`src/rtl/axi_chan_buf.sv`:
```
// axi_chan_buf: elastic buffer for a single AXI channel (AW, W, B, AR or R).
// The channel payload travels as one packed vector.
//   MODE 0: combinational bypass.
//   MODE 1: 2-entry spill register. This is a full timing cut: there is no
//           combinational path from mst_ready_i to slv_ready_o.
//   MODE 2: DEPTH-entry circular FIFO with a registered output.
// Ports:
//   clk_i, rst_ni               clock, async active-low reset
//   flush_i                     synchronous flush, discards all held beats
//   slv_valid_i/ready_o/data_i  upstream handshake and payload
//   mst_valid_o/ready_i/data_o  downstream handshake and payload
//   fill_o                      number of beats currently held
//   stall_cnt_o                 cycles with mst_valid_o && !mst_ready_i,
//                               saturating (only with AXI_CHAN_BUF_STATS_EN)
// Optional feature macro: AXI_CHAN_BUF_STATS_EN
module axi_chan_buf #(
  parameter int unsigned DATA_WIDTH = 64,
  parameter int unsigned DEPTH      = 4,
  parameter int unsigned MODE       = 1,
  parameter int unsigned CNT_W      = $clog2(DEPTH+1)
) (
  input  logic                  clk_i,
  input  logic                  rst_ni,
  input  logic                  flush_i,
  input  logic                  slv_valid_i,
  output logic                  slv_ready_o,
  input  logic [DATA_WIDTH-1:0] slv_data_i,
  output logic                  mst_valid_o,
  input  logic                  mst_ready_i,
  output logic [DATA_WIDTH-1:0] mst_data_o,
  output logic [CNT_W-1:0]      fill_o
`ifdef AXI_CHAN_BUF_STATS_EN
  ,
  output logic [31:0]           stall_cnt_o
`endif
);

  typedef enum logic [1:0] {S_EMPTY, S_ONE, S_FULL} state_e;

  if (MODE == 0) begin : g_bypass
    assign mst_valid_o = slv_valid_i;
    assign slv_ready_o = mst_ready_i;
    assign mst_data_o  = slv_data_i;
    assign fill_o      = '0;
  end else if (MODE == 1) begin : g_spill
    state_e                st_q, st_d;
    logic [DATA_WIDTH-1:0] a_q, a_d, b_q, b_d;
    logic                  rdy_q, push, pop;

    assign push = slv_valid_i & rdy_q;
    assign pop  = (st_q != S_EMPTY) & mst_ready_i;

    always_comb begin
      st_d = st_q;
      a_d  = a_q;
      b_d  = b_q;
      if (flush_i) begin
        st_d = S_EMPTY;
      end else begin
        case (st_q)
          S_EMPTY: if (push) begin a_d = slv_data_i; st_d = S_ONE; end
          S_ONE: begin
            case ({push, pop})
              2'b11:   a_d = slv_data_i;
              2'b10:   begin b_d = slv_data_i; st_d = S_FULL; end
              2'b01:   st_d = S_EMPTY;
              default: ;
            endcase
          end
          // In FULL, rdy_q is 0, so no push can happen here.
          S_FULL:  if (pop) begin a_d = b_q; st_d = S_ONE; end
          default: st_d = S_EMPTY;
        endcase
      end
    end

    always_ff @(posedge clk_i or negedge rst_ni) begin
      if (!rst_ni) begin
        st_q  <= S_EMPTY;
        a_q   <= '0;
        b_q   <= '0;
        rdy_q <= 1'b0;
      end else begin
        st_q  <= st_d;
        a_q   <= a_d;
        b_q   <= b_d;
        // ready is registered from the next state: it means "B will be free".
        rdy_q <= (st_d != S_FULL);
      end
    end

    assign slv_ready_o = rdy_q;
    assign mst_valid_o = (st_q != S_EMPTY);
    assign mst_data_o  = a_q;
    assign fill_o      = (st_q == S_FULL) ? CNT_W'(2) :
                         (st_q == S_ONE)  ? CNT_W'(1) : '0;
  end else begin : g_fifo
    localparam int unsigned PW = $clog2(DEPTH);

    logic [DATA_WIDTH-1:0] mem_q [DEPTH];
    logic [DATA_WIDTH-1:0] out_q, out_d;
    logic [PW-1:0]         wptr_q, wptr_d, rptr_q, rptr_d;
    logic [CNT_W-1:0]      cnt_q, cnt_d, rest;
    logic                  rdy_q, push, pop;

    assign push = slv_valid_i & rdy_q;
    assign pop  = (cnt_q != '0) & mst_ready_i;
    // Beats still held after this cycle's pop, not counting this cycle's push.
    assign rest = cnt_q - CNT_W'(pop);

    always_comb begin
      rptr_d = rptr_q + PW'(pop);
      wptr_d = wptr_q + PW'(push);
      cnt_d  = cnt_q + CNT_W'(push) - CNT_W'(pop);
      out_d  = out_q;
      if (flush_i) begin
        rptr_d = '0;
        wptr_d = '0;
        cnt_d  = '0;
      end else if (rest == '0) begin
        // The FIFO drains to empty, so an incoming beat goes straight to the
        // output register.
        if (push) out_d = slv_data_i;
      end else begin
        // The new head was written in an earlier cycle and is already in mem.
        out_d = mem_q[rptr_d];
      end
    end

    always_ff @(posedge clk_i) begin
      if (push) mem_q[wptr_q] <= slv_data_i;
    end

    always_ff @(posedge clk_i or negedge rst_ni) begin
      if (!rst_ni) begin
        rptr_q <= '0;
        wptr_q <= '0;
        cnt_q  <= '0;
        out_q  <= '0;
        rdy_q  <= 1'b0;
      end else begin
        rptr_q <= rptr_d;
        wptr_q <= wptr_d;
        cnt_q  <= cnt_d;
        out_q  <= out_d;
        rdy_q  <= (cnt_d != CNT_W'(DEPTH));
      end
    end

    assign slv_ready_o = rdy_q;
    assign mst_valid_o = (cnt_q != '0);
    assign mst_data_o  = out_q;
    assign fill_o      = cnt_q;
  end

`ifdef AXI_CHAN_BUF_STATS_EN
  logic [31:0] stall_q;
  always_ff @(posedge clk_i or negedge rst_ni) begin
    if (!rst_ni)                                               stall_q <= '0;
    else if (flush_i)                                          stall_q <= '0;
    else if (mst_valid_o && !mst_ready_i && (stall_q != '1))   stall_q <= stall_q + 32'd1;
  end
  assign stall_cnt_o = stall_q;
`endif

endmodule

```
`config.mk`:
```
export PLATFORM = sky130hd
export DESIGN_NAME = axi_chan_buf
export DESIGN_NICKNAME = d
export VERILOG_FILES = /design/src/rtl/axi_chan_buf.sv
export SDC_FILE = /design/constraint.sdc
export NUM_CORES = 1
export LEC_CHECK = 0
export BUFFER_PORTS_ARGS = -buffer_cell sky130_fd_sc_hd__buf_2
export CAP_MARGIN = 20
export CORE_AREA = 2 2 110 112
export CTS_BUF_LIST = sky130_fd_sc_hd__clkbuf_8
export DETAILED_ROUTE_END_ITERATION = 7
export DIE_AREA = 0 0 112 114
export GPL_ROUTABILITY_DRIVEN = 0
export PLACE_DENSITY = 0.78
export REMOVE_ABC_BUFFERS = 1
export SETUP_SLACK_MARGIN = 0.4
export SYNTH_ARGS = -nofsm -noshare
export SYNTH_HDL_FRONTEND = slang
export SYNTH_SLANG_ARGS = --single-unit
```
`constraint.sdc`:
```
create_clock -name clk_i -period 2.15 [get_ports clk_i]
set_input_delay 0.645 -clock clk_i [delete_from_list [all_inputs] [get_ports clk_i]]
set_output_delay 0.645 -clock clk_i [all_outputs]
set_load 0.005 [all_outputs]
```
==> metrics.json, run 1 <==
{
  "status": {"value": "finished clean"},
  "worst_hold_path_type": {"value": "in -> async"},
  "cts-buffers-inserted": {"value": 17},
  "timing.critical_path.slowest_stage_cell": {"value": "sky130_fd_sc_hd__dfrtp_1"},
  "maximum_number_of_pins_on_one_net_before_global_route_repair": {"value": 45},
  "peakVddDrop": {"value": 0.000640, "unit": "V"},
  "synthesis.instances": {"value": 367},
  "static-leakage-power": {"value": 0.00380, "unit": "µW"},
  "initial_utilization": {"value": 48.8, "unit": "%"},
  "crit_family": {"value": "buffers and inverters"},
  "ys_warn_count": {"value": 0},
  "place_hpwl": {"value": 7.61, "unit": "mm"},
  "rsz0062_at_grt": {"value": "true"},
  "utilization": {"value": 67.7, "unit": "%"},
  "floorplan.die_area": {"value": 12800, "unit": "µm²"},
  "max_cap_viol_count": {"value": 0},
  "number_of_antenna_violations_at_the_first_check_in_global_routing": {"value": 0},
  "worst-setup-path-type": {"value": "reg -> reg"},
  "rows": {"value": 40},
  "final_cells": {"value": 703},
  "synth_area_in_adders": {"value": 0.438, "unit": "%"},
  "first_pass_iters": {"value": 5},
  "synth_xor_area_share": {"value": 0, "unit": "%"},
  "grt_first_pass_wirelength": {"value": 21.4, "unit": "mm"},
  "grt_pass1_vias": {"value": 4084},
  "synthDistinctLibCells": {"value": 21},
  "share_of_the_synthesized_area_in_compound_gates_ao_oa_aoi_oai": {"value": 1.09, "unit": "%"},
  "drive_above_1_share": {"value": 73.0, "unit": "%"},
  "placed_cell_area": {"value": 6720, "unit": "µm²"},
  "dieHeight": {"value": 114, "unit": "µm"},
  "insertedDiodeCount": {"value": 0},
  "average_wire_per_standard_cell": {"value": 20.2, "unit": "µm"},
  "hold_violations": {"value": 0},
  "detail_route.drc_violations": {"value": 0},
  "timing.clock.skew": {"value": 7.56, "unit": "ps"},
  "power_density": {"value": 964, "unit": "nW/µm²"},
  "worstSkewPairLatency": {"value": 440, "unit": "ps"},
  "cpPeakStageDelay": {"value": 370, "unit": "ps"},
  "timing.hold.ws": {"value": 146, "unit": "ps"},
  "area_of_the_core": {"value": 11700, "unit": "µm²"},
  "cts.sink_count": {"value": 131},
  "power": {"value": 7640, "unit": "µW"},
  "crit_path_end_kind": {"value": "flop"},
  "synthMuxAreaShare": {"value": 37.8, "unit": "%"},
  "vias": {"value": 3750},
  "cp_num_buf_inv": {"value": 3},
  "port-buffer-count": {"value": 136},
  "seq_area_frac_synth": {"value": 57.3, "unit": "%"},
  "die_width": {"value": 112, "unit": "µm"},
  "track_usage": {"value": 21.9, "unit": "%"},
  "route.detailed.vias_per_inst": {"value": 5.33},
  "tritoncts_clock_tree": {"value": "yes"},
  "stdcell_area": {"value": 7930, "unit": "µm²"},
  "crit_path_cell_trace": {"value": "or2_4 > nand2_4 > inv_4 > ha_4 > a21oi_4 > a221oi_4 > buf_6 > buf_6 > mux2_2"},
  "ctsHoldBuffers": {"value": 0},
  "first_iter_violations": {"value": 155},
  "worstPathMaxFanout": {"value": 8},
  "antenna_violating_nets_post_route": {"value": 0},
  "clk_pin_slew_worst_paths": {"value": 70, "unit": "ps"},
  "final_net_count": {"value": 615},
  "worst_ep_arrival_time": {"value": 2320, "unit": "ps"},
  "post_synth.cell_area_avg": {"value": 15.6, "unit": "µm²"},
  "cts_root_buf": {"value": "sky130_fd_sc_hd__clkbuf_8"},
  "dp_cells": {"value": 646},
  "finalCriticalPeriod": {"value": 1990, "unit": "ps"},
  "worst-endpoint-required": {"value": 2480, "unit": "ps"},
  "slew_violations": {"value": 0},
  "layout-area-overhead-vs-synth": {"value": 38.7, "unit": "%"},
  "timing.critical_path.mode_cell": {"value": "sky130_fd_sc_hd__buf_6"},
  "synth_seq_cells": {"value": 131},
  "cts.htree.levels": {"value": 4},
  "netlist_area": {"value": 5720, "unit": "µm²"},
  "setup_violations": {"value": 0},
  "cts-root-to-sink-buffers": {"value": 2},
  "largest_family_of_logic_cells_by_synthesized_area": {"value": "multiplexers"},
  "regToRegSetupSlack": {"value": 160, "unit": "ps"},
  "synthSimpleGateAreaFrac": {"value": 1.29, "unit": "%"},
  "fmax": {"value": 503, "unit": "MHz"},
  "worst_setup_path_start_kind": {"value": "flop"},
  "globalRoute.totalOverflow": {"value": 0},
  "wirelength": {"value": 14.2, "unit": "mm"},
  "post-route-period-util": {"value": 92.4, "unit": "%"},
  "io_pins": {"value": 138}
}
[state kept, by name, summed over array words and instances (netlist names)]
register and flops:
g_spill.b_q 64, mst_data_o 64, g_spill.st_q 2, slv_ready_o 1
[metrics by stage]
stage / worst slack [ps] / setup TNS (ps)
after global placement: -71.7 / -4350
after detailed placement: -96.9 / -5420
after global routing: 107 / 0
after floorplan: -1060 / -128720
after CTS: 207 / 0
final: 163 / 0
[cell families after synthesis]
family,after synthesis
AOI/OAI and AO/OA,6
and+or+nand+nor,12
muxes,192
adders and majority gates,2
buffers and inverters,23
DFF,131
other,1
[cell usage after synthesis]
cell type,instances,share of area [%]
sky130_fd_sc_hd__o32ai_1,1,0.15
sky130_fd_sc_hd__buf_2,17,1.5
sky130_fd_sc_hd__nor2b_1,1,0.11
sky130_fd_sc_hd__inv_1,2,0.13
sky130_fd_sc_hd__ha_1,2,0.44
sky130_fd_sc_hd__a221oi_4,1,0.46
sky130_fd_sc_hd__dfrtp_1,131,57
sky130_fd_sc_hd__and3b_1,1,0.15
sky130_fd_sc_hd__nand3b_1,3,0.39
sky130_fd_sc_hd__buf_4,1,0.13
sky130_fd_sc_hd__nand2b_1,2,0.22
sky130_fd_sc_hd__or2_2,1,0.11
sky130_fd_sc_hd__mux2_1,3,0.59
sky130_fd_sc_hd__clkbuf_1,3,0.20
sky130_fd_sc_hd__mux2_2,189,37
sky130_fd_sc_hd__and2_1,1,0.11
sky130_fd_sc_hd__conb_1,1,0.066
sky130_fd_sc_hd__nand2_1,3,0.20
sky130_fd_sc_hd__a21oi_1,2,0.18
sky130_fd_sc_hd__o32a_1,1,0.18
sky130_fd_sc_hd__a21o_1,1,0.13
[routing by layer]
metal	vias up	global-route usage, %	wire length, µm
li1	1680	-	-
met4	0	6.59	145
met3	13	7.39	844
met5	-	0	0
met1	1947	28.8	6510
met2	110	34.7	6670
[path summary, 6_finish.rpt]
kind,cells past startpoint,to,start
max in group asynchronous,2,g_spill.b_q[32],rst_ni
min in group clk_i,2,g_spill.b_q[36],slv_data_i[36]
worst max register to register,9,mst_data_o[20],g_spill.st_q[1]
worst min-delay path,1,g_spill.b_q[12],rst_ni
worst min register to register,1,mst_data_o[47],mst_data_o[47]
worst max-delay path,9,mst_data_o[20],g_spill.st_q[1]
[cell type report]
type,instances,area [µm²]
inverter,2,10.0
fill,830,3780
multi-input combinational,213,2710
sequential,131,3280
clock buffer,20,275
clock inverter,11,97.6
timing repair buffer,179,1370
tap,147,184
[where the power goes]
group,switching [µW],internal (µW)
sequential,418,3230
combinational,651,1350
clock,903,1080
[cell usage in the layout, fill, tap and decap left out, types with 2 or more instances in the layout]
master / instances
sky130_fd_sc_hd__buf_12: 9
sky130_fd_sc_hd__buf_16: 7
sky130_fd_sc_hd__buf_2: 135
sky130_fd_sc_hd__buf_4: 15
sky130_fd_sc_hd__buf_6: 8
sky130_fd_sc_hd__bufinv_16: 2
sky130_fd_sc_hd__clkbuf_16: 3
sky130_fd_sc_hd__clkbuf_8: 20
sky130_fd_sc_hd__clkinv_2: 3
sky130_fd_sc_hd__dfrtp_1: 131
sky130_fd_sc_hd__ha_4: 2
sky130_fd_sc_hd__inv_1: 6
sky130_fd_sc_hd__mux2_2: 105
sky130_fd_sc_hd__mux2_4: 86
sky130_fd_sc_hd__nand2_1: 2
sky130_fd_sc_hd__nand3b_1: 3
[worst reg2reg max path, delay by kind of cell (launching register included)]
| kind | cells | cell delay, ps |
|---|---|---|
| adders and majority gates | 1 | 140 |
| muxes | 1 | 340 |
| AOI/OAI and AO/OA | 2 | 340 |
| DFF | 1 | 370 |
| and+or+nand+nor | 2 | 200 |
| buffers and inverters | 3 | 490 |
[timing repair]
action                     in CTS  in global routing
gates cloned                    7                  4
setup endpoints to repair     131                132
gates resized for setup        57                 59
pin swaps                       4                  4
hold endpoints to repair        0                  0
buffers inserted               13                  2
(Power assumes the default switching activity.)
==> run 2: changes to the inputs <==
==> constraint.sdc (replaced) <==
create_clock -name clk_i -period 2.15 [get_ports clk_i]
set_input_delay 0.1075 -clock clk_i [delete_from_list [all_inputs] [get_ports clk_i]]
set_output_delay 0.1075 -clock clk_i [all_outputs]
set_load 0.005 [all_outputs]
==> metrics.json, run 2 (synthesis gave the netlist of run 1 again) <==
{
  "status": {"value": "finished clean"},
  "rows": {"value": 40},
  "static-leakage-power": {"value": 0.00392, "unit": "µW"},
  "worst-slew-pin-transition": {"value": 559, "unit": "ps"},
  "timing.critical_path.slowest_stage_cell": {"value": "sky130_fd_sc_hd__dfrtp_1"},
  "maximum_number_of_pins_on_one_net_before_global_route_repair": {"value": 46},
  "final_common_cell": {"value": "sky130_fd_sc_hd__mux2_2"},
  "first_iter_violations": {"value": 222},
  "layout-area-overhead-vs-synth": {"value": 46.2, "unit": "%"},
  "crit_path_cell_trace": {"value": "or2_4 > nand2_4 > inv_4 > ha_4 > a21oi_4 > a221oi_4 > buf_6 > buf_12 > buf_16 > mux2_4"},
  "floorplan.die_area": {"value": 12800, "unit": "µm²"},
  "average_wire_per_standard_cell": {"value": 20.6, "unit": "µm"},
  "fmax": {"value": 496, "unit": "MHz"},
  "cts-buffers-inserted": {"value": 17},
  "vias": {"value": 3970},
  "critical_path.reg2reg.endpoint": {"value": "mst_data_o[16]"},
  "io_pins": {"value": 138},
  "cpPeakStageDelay": {"value": 370, "unit": "ps"},
  "worstSkewPairLatency": {"value": 440, "unit": "ps"},
  "max_slew_margin": {"value": 62.7, "unit": "%"},
  "worst_setup_path_start_kind": {"value": "flop"},
  "p_switching": {"value": 1950, "unit": "µW"},
  "intPower": {"value": 5300, "unit": "µW"},
  "track_usage": {"value": 22.5, "unit": "%"},
  "end_point_of_the_critical_path": {"value": "mst_data_o[16]"},
  "drive_above_1_share": {"value": 64.2, "unit": "%"},
  "wirelength": {"value": 15.7, "unit": "mm"},
  "area_of_the_core": {"value": 11700, "unit": "µm²"},
  "utilization": {"value": 71.4, "unit": "%"},
  "post-route-period-util": {"value": 93.8, "unit": "%"},
  "worst_ep_arrival_time": {"value": 2340, "unit": "ps"},
  "place_hpwl": {"value": 7.77, "unit": "mm"},
  "rsz0062_at_grt": {"value": "true"},
  "power_density": {"value": 867, "unit": "nW/µm²"},
  "grt_first_pass_wirelength": {"value": 22.0, "unit": "mm"},
  "detail_route.drc_violations": {"value": 0},
  "share_comb_of_total_power": {"value": 27.5, "unit": "%"},
  "worstPathMaxFanout": {"value": 7},
  "cts.sink_count": {"value": 131},
  "worst_hold_path_type": {"value": "in -> reg"},
  "reg2reg_from": {"value": "g_spill.st_q[0]"},
  "peakVddDrop": {"value": 0.000571, "unit": "V"},
  "cts.htree.levels": {"value": 4},
  "antenna_violating_nets_post_route": {"value": 0},
  "setup-tns-final": {"value": 0, "unit": "ps"},
  "route.detailed.vias_per_inst": {"value": 5.22},
  "pre_cts_slack": {"value": 92.3, "unit": "ps"},
  "first_pass_iters": {"value": 4},
  "power_switching_share": {"value": 27.0, "unit": "%"},
  "initial_utilization": {"value": 48.8, "unit": "%"},
  "port-buffer-count": {"value": 136},
  "final_cells": {"value": 761},
  "slew_violations": {"value": 0},
  "seq_power_share": {"value": 50.3, "unit": "%"},
  "tritoncts_clock_tree": {"value": "yes"},
  "insertedDiodeCount": {"value": 0},
  "grt_pass1_vias": {"value": 4301},
  "cts-root-to-sink-buffers": {"value": 2},
  "max_cap_viol_count": {"value": 0},
  "most-common-layout-cells": {"value": "sky130_fd_sc_hd__mux2_2, sky130_fd_sc_hd__buf_2, sky130_fd_sc_hd__dfrtp_1"},
  "power": {"value": 7250, "unit": "µW"},
  "setup.worst_path.start": {"value": "g_spill.st_q[0]"},
  "final_net_count": {"value": 677},
  "hold_violations": {"value": 0},
  "setup_violations": {"value": 0},
  "globalRoute.totalOverflow": {"value": 0},
  "dp_cells": {"value": 640},
  "worst-endpoint-required": {"value": 2470, "unit": "ps"},
  "crit_path_end_kind": {"value": "flop"},
  "r2r_cells": {"value": 10},
  "fillCellCount": {"value": 781},
  "timing.clock.skew": {"value": 6.86, "unit": "ps"},
  "finalCriticalPeriod": {"value": 2020, "unit": "ps"},
  "die_width": {"value": 112, "unit": "µm"},
  "clk_pin_slew_worst_paths": {"value": 70, "unit": "ps"},
  "clock_share_of_power": {"value": 22.1, "unit": "%"},
  "number_of_antenna_violations_at_the_first_check_in_global_routing": {"value": 0},
  "regToRegSetupSlack": {"value": 130, "unit": "ps"},
  "finalWorstSetupSlack": {"value": 133, "unit": "ps"},
  "worst-setup-path-type": {"value": "reg -> reg"},
  "cts_root_buf": {"value": "sky130_fd_sc_hd__clkbuf_8"},
  "dieHeight": {"value": 114, "unit": "µm"}
}
-- run 2: power groups by stage --
| stage | sequential, µW | clock [µW] | combinational (µW) |
|---|---|---|---|
| floorplan | 3590 | 0 | 876 |
| global route | 3750 | 1750 | 2150 |
| finish | 3650 | 1600 | 2000 |
| detailed placement | 3660 | 0 | 1550 |
| global placement | 3600 | 0 | 1470 |
| CTS | 3620 | 1640 | 1740 |
-- run 2: layout make-up --
cell class	instances	area (µm²)	share of cell area (%)
Tap cell	147	184	2.20
Inverter	2	10.0	0.120
Timing Repair Buffer	241	2050	24.5
Clock buffer	18	248	2.96
Clock inverter	9	35.0	0.419
Multi-Input combinational cell	213	2560	30.6
Sequential cell	131	3280	39.2
-- run 2: per-layer routing --
layer  vias to the layer above  track usage [%]  part of all wire, %
met3                        15             6.27                  4.6
met4                         0             8.54                  1.1
met1                      2028             27.1                   44
li1                       1793                -                    -
met2                       134             38.6                   50
met5                         -                0                    0
-- run 2: repair_timing --
action | 4_1_cts | 5_1_grt
pin swaps | 2 | 3
hold endpoints to repair | 106 | 0
gates cloned | 5 | 11
setup buffers | 6 | 5
hold buffers | 67 | 0
resized for setup | 17 | 58
endpoints found under the setup margin | 128 | 128
-- run 2: metrics by stage --
step           hold slack (ps)  instance area [µm²]
6_report                  77.5                 8360
5_1_grt                   69.0                 8360
4_1_cts                   45.3                 7860
3_5_place_dp               130                 6650
3_3_place_gp               126                 6650
2_1_floorplan             -188                 5610
-- run 2: worst min path at each step --
stage                      from  slack (ps)  depth (start not counted)         endpoint
global placement         rst_ni         130                          1  g_spill.b_q[29]
detailed placement       rst_ni         130                          1  g_spill.b_q[29]
floorplan                rst_ni        -190                          0   g_spill.b_q[0]
global route        mst_ready_i          70                          4  g_spill.st_q[0]
CTS                 slv_valid_i          50                          4  g_spill.st_q[0]
finish              mst_ready_i          80                          4  g_spill.st_q[0]
-- run 2: worst max-delay path, delay by kind of cell, from the launching register on --
kind | cells | cell delay (ps)
AO/OA/AOI/OAI | 2 | 390
adder cells (fa/ha/maj) | 1 | 130
buffers and inverters | 4 | 490
flip-flops | 1 | 370
multiplexers | 1 | 300
AND/OR/NAND/NOR | 2 | 210
